File: config.mk
export PLATFORM = sky130hd
export DESIGN_NAME = dr_sum_capture
export DESIGN_NICKNAME = d
export VERILOG_FILES = /design/src/rtl/dr_pkg.sv /design/src/rtl/dr_sync.sv /design/src/rtl/dr_sum_capture.sv
export SDC_FILE = /design/constraint.sdc
export NUM_CORES = 1
export LEC_CHECK = 0
export CAP_MARGIN = 20
export CORE_MARGIN = 2
export CORE_UTILIZATION = 50
export CTS_BUF_LIST = sky130_fd_sc_hd__clkbuf_4
export DETAILED_ROUTE_END_ITERATION = 12
export GPL_TIMING_DRIVEN = 0
export HOLD_SLACK_MARGIN = 0.02
export PLACE_DENSITY = 0.83
export SKIP_CTS_REPAIR_TIMING = 1
export SLEW_MARGIN = 20
export SYNTH_ARGS = -nofsm -noshare
export SYNTH_HDL_FRONTEND = slang
export SYNTH_SLANG_ARGS = --single-unit
File: constraint.sdc
create_clock -name clk -period 2.2 [get_ports clk]
set_input_delay 0.33 -clock clk [delete_from_list [all_inputs] [get_ports clk]]
set_output_delay 0.33 -clock clk [all_outputs]
set_load 0.02 [all_outputs]
File: src/rtl/dr_pkg.sv
// Shared types for the dual-rail sum capture stage: FSM states, rail codes
// and the per-pair code classifier.
package dr_pkg;

  localparam logic [1:0] RAIL_NULL = 2'b00;
  localparam logic [1:0] RAIL_F    = 2'b01;
  localparam logic [1:0] RAIL_T    = 2'b10;
  localparam logic [1:0] RAIL_ILL  = 2'b11;

  typedef enum logic [1:0] {
    S_WAIT_NULL = 2'd0,
    S_WAIT_DATA = 2'd1,
    S_OUT       = 2'd2,
    S_ERR       = 2'd3
  } state_t;

  typedef enum logic [1:0] {
    PAIR_NULL = 2'd0,
    PAIR_DATA = 2'd1,
    PAIR_ILL  = 2'd2
  } pair_cls_t;

  function automatic pair_cls_t classify(input logic t, input logic f);
    pair_cls_t c;
    case ({t, f})
      RAIL_NULL:      c = PAIR_NULL;
      RAIL_F, RAIL_T: c = PAIR_DATA;
      RAIL_ILL:       c = PAIR_ILL;
      default:        c = PAIR_ILL;
    endcase
    return c;
  endfunction

endpackage

File: src/rtl/dr_sync.sv
// Bank of identical multi-flop synchronisers, one per asynchronous rail.
module dr_sync #(
  parameter int unsigned N      = 10,
  parameter int unsigned STAGES = 2
) (
  input  logic         clk,
  input  logic         rst_n,
  input  logic [N-1:0] d,
  output logic [N-1:0] q
);

  logic [N-1:0] stg [STAGES];

  always_ff @(posedge clk) begin
    if (!rst_n) begin
      for (int unsigned i = 0; i < STAGES; i++) stg[i] <= '0;
    end else begin
      stg[0] <= d;
      for (int unsigned i = 1; i < STAGES; i++) stg[i] <= stg[i-1];
    end
  end

  assign q = stg[STAGES-1];

endmodule

File: src/rtl/dr_sum_capture.sv
// Completion detector for a dual-rail adder chain: synchronises the sum and
// carry rails, runs the DATA/NULL four-phase handshake and hands off the sum.
module dr_sum_capture
  import dr_pkg::*;
#(
  parameter int unsigned WIDTH         = 4,
  parameter int unsigned SYNC_STAGES   = 2,
  parameter int unsigned STABLE_CYCLES = 2
) (
  input  logic             clk,
  input  logic             rst_n,
  input  logic [WIDTH-1:0] sum_t,
  input  logic [WIDTH-1:0] sum_f,
  input  logic             cout_t,
  input  logic             cout_f,
  output logic             rfd,
  output logic [WIDTH:0]   result,
  output logic             out_valid,
  input  logic             out_ready,
  output logic             err,
  input  logic             err_clr,
  output logic [7:0]       cap_cnt
);

  localparam int unsigned NP = WIDTH + 1;
  localparam int unsigned CW = (STABLE_CYCLES < 2) ? 1 : $clog2(STABLE_CYCLES + 1);
  localparam logic [CW-1:0] CNT_MAX = CW'(STABLE_CYCLES);
  localparam logic [CW-1:0] CNT_ONE = CW'(1);

  state_t state, state_nxt;

  logic [2*NP-1:0] rails_sync;
  logic [NP-1:0]   s_t, s_f;
  logic [NP-1:0]   prev_t, prev_f;
  logic [SYNC_STAGES:0] fill;
  logic            cur_vld, prev_vld;

  logic            w_null, w_complete, w_ill;
  logic            word_eq, awaited, seen_ill, accept, ill_hit, capture;
  logic [CW-1:0]   stab_cnt, stab_nxt;
  logic [CW-1:0]   ill_cnt, ill_nxt;

  function automatic logic [CW-1:0] sat_inc(input logic [CW-1:0] v);
    return (v == CNT_MAX) ? CNT_MAX : v + 1'b1;
  endfunction

  dr_sync #(
    .N      (2 * NP),
    .STAGES (SYNC_STAGES)
  ) u_sync (
    .clk   (clk),
    .rst_n (rst_n),
    .d     ({cout_t, sum_t, cout_f, sum_f}),
    .q     (rails_sync)
  );

  assign s_t = rails_sync[2*NP-1:NP];
  assign s_f = rails_sync[NP-1:0];

  // Tracks how far post-reset samples have travelled through the
  // synchroniser so reset-state flop contents never count as observed rails.
  assign cur_vld  = fill[SYNC_STAGES-1];
  assign prev_vld = fill[SYNC_STAGES];

  always_comb begin
    w_null     = 1'b1;
    w_complete = 1'b1;
    w_ill      = 1'b0;
    for (int unsigned i = 0; i < NP; i++) begin
      case (classify(s_t[i], s_f[i]))
        PAIR_NULL: w_complete = 1'b0;
        PAIR_DATA: w_null     = 1'b0;
        default: begin
          w_null     = 1'b0;
          w_complete = 1'b0;
          w_ill      = 1'b1;
        end
      endcase
    end
  end

  always_comb begin
    word_eq  = prev_vld && (s_t == prev_t) && (s_f == prev_f);
    awaited  = 1'b0;
    seen_ill = 1'b0;
    if (cur_vld) begin
      if (state == S_WAIT_NULL) awaited = w_null;
      if (state == S_WAIT_DATA) awaited = w_complete;
      seen_ill = w_ill && ((state == S_WAIT_NULL) || (state == S_WAIT_DATA));
    end

    stab_nxt = '0;
    if (awaited) stab_nxt = word_eq ? sat_inc(stab_cnt) : CNT_ONE;

    ill_nxt = '0;
    if (seen_ill) ill_nxt = sat_inc(ill_cnt);

    ill_hit = seen_ill && (ill_nxt == CNT_MAX);
    accept  = awaited && (stab_nxt == CNT_MAX) && !ill_hit;
    capture = accept && (state == S_WAIT_DATA);
  end

  always_ff @(posedge clk) begin
    if (!rst_n) state <= S_WAIT_NULL;
    else        state <= state_nxt;
  end

  always_comb begin
    state_nxt = state;
    case (state)
      S_WAIT_NULL: begin
        if (ill_hit)     state_nxt = S_ERR;
        else if (accept) state_nxt = S_WAIT_DATA;
      end
      S_WAIT_DATA: begin
        if (ill_hit)     state_nxt = S_ERR;
        else if (accept) state_nxt = S_OUT;
      end
      S_OUT: begin
        if (out_ready) state_nxt = S_WAIT_NULL;
      end
      S_ERR: begin
        if (err_clr) state_nxt = S_WAIT_NULL;
      end
      default: state_nxt = S_WAIT_NULL;
    endcase
  end

  always_comb begin
    rfd       = 1'b0;
    out_valid = 1'b0;
    err       = 1'b0;
    case (state)
      S_WAIT_DATA: rfd       = 1'b1;
      S_OUT:       out_valid = 1'b1;
      S_ERR:       err       = 1'b1;
      default:     ;
    endcase
  end

  always_ff @(posedge clk) begin
    if (!rst_n) begin
      fill     <= '0;
      prev_t   <= '0;
      prev_f   <= '0;
      stab_cnt <= '0;
      ill_cnt  <= '0;
      result   <= '0;
      cap_cnt  <= '0;
    end else begin
      fill     <= {fill[SYNC_STAGES-1:0], 1'b1};
      prev_t   <= s_t;
      prev_f   <= s_f;
      stab_cnt <= stab_nxt;
      ill_cnt  <= ill_nxt;
      if (capture) begin
        result  <= s_t;
        cap_cnt <= cap_cnt + 8'd1;
      end
    end
  end

endmodule

* Word level (Yosys, flattened, before mapping)
Memory sizes are Yosys's and may differ from the RTL's.
Index checks and enable logic that the tools add are counted.
** Operators by class
- $add $sub $neg :: 3
- Bitwise logic cells :: 2
- Equality and inequality tests :: 33
- Multiplexer cells :: 44
- Reduce and logical (&&, ||, !) cells :: 31
** Operator list (number)
- 2-bit equality test (second input constant) :: 16
- 2-bit case mux with 3 select lines :: 5
- 1-bit two-way mux :: 25
- 2-bit by 1-bit equality test with 1-bit output (second input constant) :: 11
- 2-bit logical NOT :: 11
- 2-bit two-way mux :: 11
- 10-bit two-way mux :: 2
- 2-bit OR reduction :: 10
- 5-bit equality test :: 2
- 8-bit by 1-bit adder with 8-bit output (second input constant) :: 1
- 2-bit case mux with 4 select lines :: 1
- 1-bit logical AND :: 7
- 3-bit != test (second input constant) :: 2
- 2-bit by 1-bit adder with 2-bit output (second input constant) :: 2
- 2-bit != test (second input constant) :: 2
- 4-bit AND reduction :: 1
- 1-bit OR :: 2
- 1-bit logical NOT :: 1
- 1-bit logical OR :: 1
** Word-level totals
- RAM bits :: 20
- Word-level logic and storage cells :: 123
- Bits in registers :: 32
- Memories kept :: 1
** Memories
- u_sync.stg :: words 2, width 10, read ports 2, clocked after memory_dff 0, write ports 2, RTL line dr_sync.sv:12 : logic [N-1:0] stg [STAGES];

* Depth between registers and ports, before layout
An unclocked memory read counts as a cell.
- Word-level depth :: 21
- Gate-level depth with buffers :: 8
- Mapped depth without buffers :: 7

* Modules after synthesis
From an unflattened synthesis, not the netlist that was laid out.
** Unflattened totals
- Cells, all modules :: 236
- Area total of the unflattened synthesis :: 2314.7 sq um
** Modules (own cells, without submodules)
- dr_sum_capture :: instances 1, cells an instance 184, area an instance 1677.9 sq um
- dr_sync :: instances 1, cells an instance 52, area an instance 636.9 sq um

* Worst setup path before layout
OpenSTA, ideal clock, no wires.
- Path type :: reg-to-reg
- Start :: memory u_sync.stg[1][1] (netlist: u_sync.stg[0][11])
- End :: register result[0]
- Arrival time :: 2.022 ns
- Library setup time :: 0.072 ns
- Path buffers :: 1
- Path slack :: 0.107 ns
- Cell stages (with the launch flop) :: 9
- Required time :: 2.128 ns
- Cells stage by stage :: dfxtp_1 -> inv_1 -> ha_1 -> and3_1 -> nand4_4 -> a2111oi_4 -> and3_1 -> buf_6 -> mux2i_1
** RTL lines
- start, declared :: RTL line dr_sync.sv:12
- end signal, assigned :: RTL line dr_sum_capture.sv:157 : result <= s_t;
- end, declared :: RTL line dr_sum_capture.sv:17 : output logic [WIDTH:0] result,

==> impl_summary.log <==
[metrics] part of the total power dissipated in the clock network: 0.291
[metrics] global-route wire length before repair: roughly 6600 µm
[metrics] library cell used as clock root buffer: sky130_fd_sc_hd__clkbuf_4
[metrics] share of the synthesized area in compound gates (AO/OA/AOI/OAI): 0.0267
[metrics] Routability Congestion: 0.805
[metrics] row cnt: 23
[metrics] starting density of the core: 0.528
[metrics] Layout Cells excl Fill: 312
[metrics] Tmin final: 2130 ps
[metrics] mean routed wirelength per cell: approximately 13 µm
[metrics] power per standard cell area: 590 mW/mm²
[metrics] xor/xnor share of the synthesized area: 0.0406
[metrics] Syn-to-layout area delta: 21.1%
[metrics] multiplexer share of the synthesized area: 0.0649
[metrics] hold crit path type: in -> reg
[metrics] simple-gate share of the synthesized area: 0.251
[metrics] vias in the first global route: 1,424
[metrics] number of vias per cell after detailed routing: between 4 and 5
[metrics] number of antenna violations at the first check in global routing: 0
[metrics] sequential fraction of the synthesis area: 0.482
[metrics] Final TNS setup: 0 ps
[metrics] number of buffers added on ports: 29
[metrics] Tcrit/Tclk final: 0.970
[metrics] setup slack on the worst flop-to-flop path: roughly 66 ps
[metrics] Chip Height: between 60 and 70 µm
[metrics] Die Outline Area: 0.00486 mm²
[metrics] data arrival time of the critical path: 2450 ps
[metrics] Worst Skew: 6.89 ps
[metrics] data required time at the worst endpoint: 2510 ps
[metrics] flops & latches, synth: 52
[metrics] depth of the worst hold-timing path: 1
[metrics] switching share of power: 0.252
[metrics] max-capacitance violation count: 0
[metrics] final core area utilization: 0.640
[metrics] most frequent cells in the layout: sky130_fd_sc_hd__dfxtp_1 (46), sky130_fd_sc_hd__clkdlybuf4s50_1 (29), sky130_fd_sc_hd__and2_1 (27), sky130_fd_sc_hd__inv_1 (23), sky130_fd_sc_hd__nand2_1 (23)
[metrics] Placed Instances: between 300 and 400
[metrics] CTS buffer count: 5
[metrics] htree depth: 2
[metrics] unique cell type count in the Yosys netlist: 28
[metrics] largest voltage drop on the vdd net: 0.547 mV
[metrics] maximum count of clock buffers along a single path: 2
[metrics] Area contributors post-synth: sky130_fd_sc_hd__dfxtp_1 (48%), sky130_fd_sc_hd__and2_1 (7.8%), sky130_fd_sc_hd__ha_1 (7.5%)
[metrics] leakage: 1.10 nW
[metrics] switching power: between 0.3 and 0.4 mW
[metrics] post-CTS clock slew at the launch and capture registers of the worst setup and hold paths: 160 ps
[metrics] number of warning messages in the yosys log: 0
[metrics] Skew-Pair Late Insertion Delay: 380 ps
[metrics] combinational family with the most area after synthesis: simple AND/OR/NAND/NOR gates
[metrics] Final ANT Viol Nets: 0
[metrics] First DRT Iteration DRCs: 69
[metrics] Internal: approximately 1.2 mW
[metrics] Post-Synthesis Net Count: 249
[metrics] post-synthesis share of cell area spent on full adders, half adders and majority gates: 0.0753
[metrics] Post-Route WL: 4000 µm
[metrics] final setup violation count: 0
[metrics] number of max-slew violations in the final report: 0
[metrics] GR Util All Layers: 0.169
[metrics] ratio of cells with drive above 1 in the final layout: 0.0916
[metrics] share of power burned in registers: 0.636
[metrics] transition time at the pin with the least slew margin: roughly 430 ps
[metrics] total vias in the final route: 1,552
[metrics] status: completed
[metrics] leading cell type in the layout, fill and taps excluded: sky130_fd_sc_hd__dfxtp_1
[metrics] number of hold violations in the final report: 0
[metrics] post-synthesis cell area: 0.00216 mm²
[metrics] tightest hold margin: 412 ps
[metrics] Critical Path End Type: flip-flop
[metrics] clock tree sinks: 52
[metrics] count of inserted antenna diode cells: 0
[metrics] post-route DRC violation count: 0
[metrics] type of the setup path with the least slack: reg -> reg
[metrics] post-synthesis area per instance: roughly 9.7 µm²
[metrics] post-synth top area cell: sky130_fd_sc_hd__dfxtp_1
[metrics] Detailed Place HPWL: just under 3000 µm
[metrics] Max-Slew Margin vs Limit: 0.710
[metrics] TritonCTS clock tree: done
[metrics] NumNets Final: around 290
[metrics] achievable clock frequency: ~470 MHz
[metrics] element type at the critical path start: flip-flop
[metrics] top-area cell type share of the netlist area: 0.482
[metrics] core area: 0.00409 mm²
[metrics] cells after synthesis: 222
[metrics] io pins: 30
[metrics] drt pass-1 iters: 4
[metrics] relative contribution of combinational cells to total power: 0.073
[metrics] grt ovf: 0
[metrics] Crit Path Max Fanout: 7
[metrics] count of cells along the worst register-to-register path: 8
[metrics] Die Span X: 69.7 µm
[metrics] largest net degree at the start of global routing: 18
[layout make-up]
type	count	area [µm²]
plain buffers	7	30.0
clock buffers	5	37.5
clock inverters	3	22.5
fillers	357	1470
inverters	23	86.3
multi-input cells	139	1000
flip-flops and latches	52	1050
well taps	50	62.6
repair buffers	33	320
[layer usage]
| layer | vias up | GRT usage | part of all wire | routed length [µm] |
|---|---|---|---|---|
| met1 | 700 | 0.216 | 0.46 | 1830 |
| met2 | 48 | 0.278 | 0.48 | 1920 |
| li1 | 798 | - | - | - |
| met4 | 0 | 0.0577 | 0.013 | 51 |
| met3 | 6 | 0.0451 | 0.050 | 199 |
| met5 | - | 0 | 0 | 0 |
[state kept, by name (all words and copies together) (netlist names)]
register    flops
prev_t          5
cap_cnt         8
ill_cnt         2
fill            3
u_sync.stg     20
result          5
state           2
stab_cnt        2
prev_f          5
[worst paths after layout]
kind / startpoint / endpoint
setup / recovery: u_sync.stg[0][16]$_SDFF_PN0_ / result[2]$_SDFFE_PN0P_
setup reg to reg: u_sync.stg[0][16]$_SDFF_PN0_ / result[2]$_SDFFE_PN0P_
hold / removal: rst_n / fill[0]$_DFF_P_
hold reg to reg: u_sync.stg[0][8]$_SDFF_PN0_ / u_sync.stg[0][18]$_SDFF_PN0_
[worst max-delay path, cell delays in order, from the launching register on]
cell,delay (ps)
sky130_fd_sc_hd__dfxtp_2,400
sky130_fd_sc_hd__inv_1,60
sky130_fd_sc_hd__ha_1,270
sky130_fd_sc_hd__and3_4,190
sky130_fd_sc_hd__nand4_4,110
sky130_fd_sc_hd__a2111oi_4,330
sky130_fd_sc_hd__buf_4,210
sky130_fd_sc_hd__and3_4,270
sky130_fd_sc_hd__mux2i_1,210
[power by group through the flow]
stage          sequential (mW)  combinational (mW)  clock [mW]
3_3_place_gp              1.00               0.106           0
4_1_cts                  0.981               0.112       0.456
6_report                 0.982               0.112       0.449
3_5_place_dp              1.00               0.111           0
5_1_grt                  0.985               0.125       0.498
2_1_floorplan            0.998              0.0689           0
[synthesized netlist by cell type]
cell type,n
sky130_fd_sc_hd__dfxtp_1,52
sky130_fd_sc_hd__and2_1,27
sky130_fd_sc_hd__inv_1,23
sky130_fd_sc_hd__nand2_1,23
sky130_fd_sc_hd__mux2i_1,14
sky130_fd_sc_hd__ha_1,13
sky130_fd_sc_hd__xnor2_1,10
sky130_fd_sc_hd__nand4_1,8
sky130_fd_sc_hd__nor2_1,8
sky130_fd_sc_hd__nand2b_1,7
sky130_fd_sc_hd__clkbuf_1,6
sky130_fd_sc_hd__nand3_1,6
sky130_fd_sc_hd__and3_1,5
sky130_fd_sc_hd__and4_1,3
sky130_fd_sc_hd__nor3_1,3
sky130_fd_sc_hd__a31oi_1,2
sky130_fd_sc_hd__a2111oi_4,1
sky130_fd_sc_hd__and2b_1,1
sky130_fd_sc_hd__and3b_1,1
sky130_fd_sc_hd__buf_4,1
sky130_fd_sc_hd__buf_6,1
sky130_fd_sc_hd__nand4_4,1
sky130_fd_sc_hd__nor4bb_1,1
sky130_fd_sc_hd__o211ai_1,1
sky130_fd_sc_hd__o21ai_0,1
sky130_fd_sc_hd__o21ai_1,1
sky130_fd_sc_hd__or3_1,1
sky130_fd_sc_hd__or4_1,1
[logic make-up (layout without fill, tap and decap cells)]
family	count (synthesis)	after routing
simple gates	96	96
flops	52	52
buf+inv	31	71
mux	14	14
fa+ha+maj	13	13
xor+xnor	10	10
compound gates	6	6
[metrics by stage]
step                      total power [mW]  setup WS (ps)  cell area (µm²)
after floorplan                       1.07            107             2160
after detailed placement              1.11           -205             2510
after CTS                             1.55           -260             2570
final                                 1.54           65.8             2620
after global routing                  1.61          -40.8             2620
after global placement                1.11           -168             2510
Note: power is estimated with default switching activity, not from simulation.
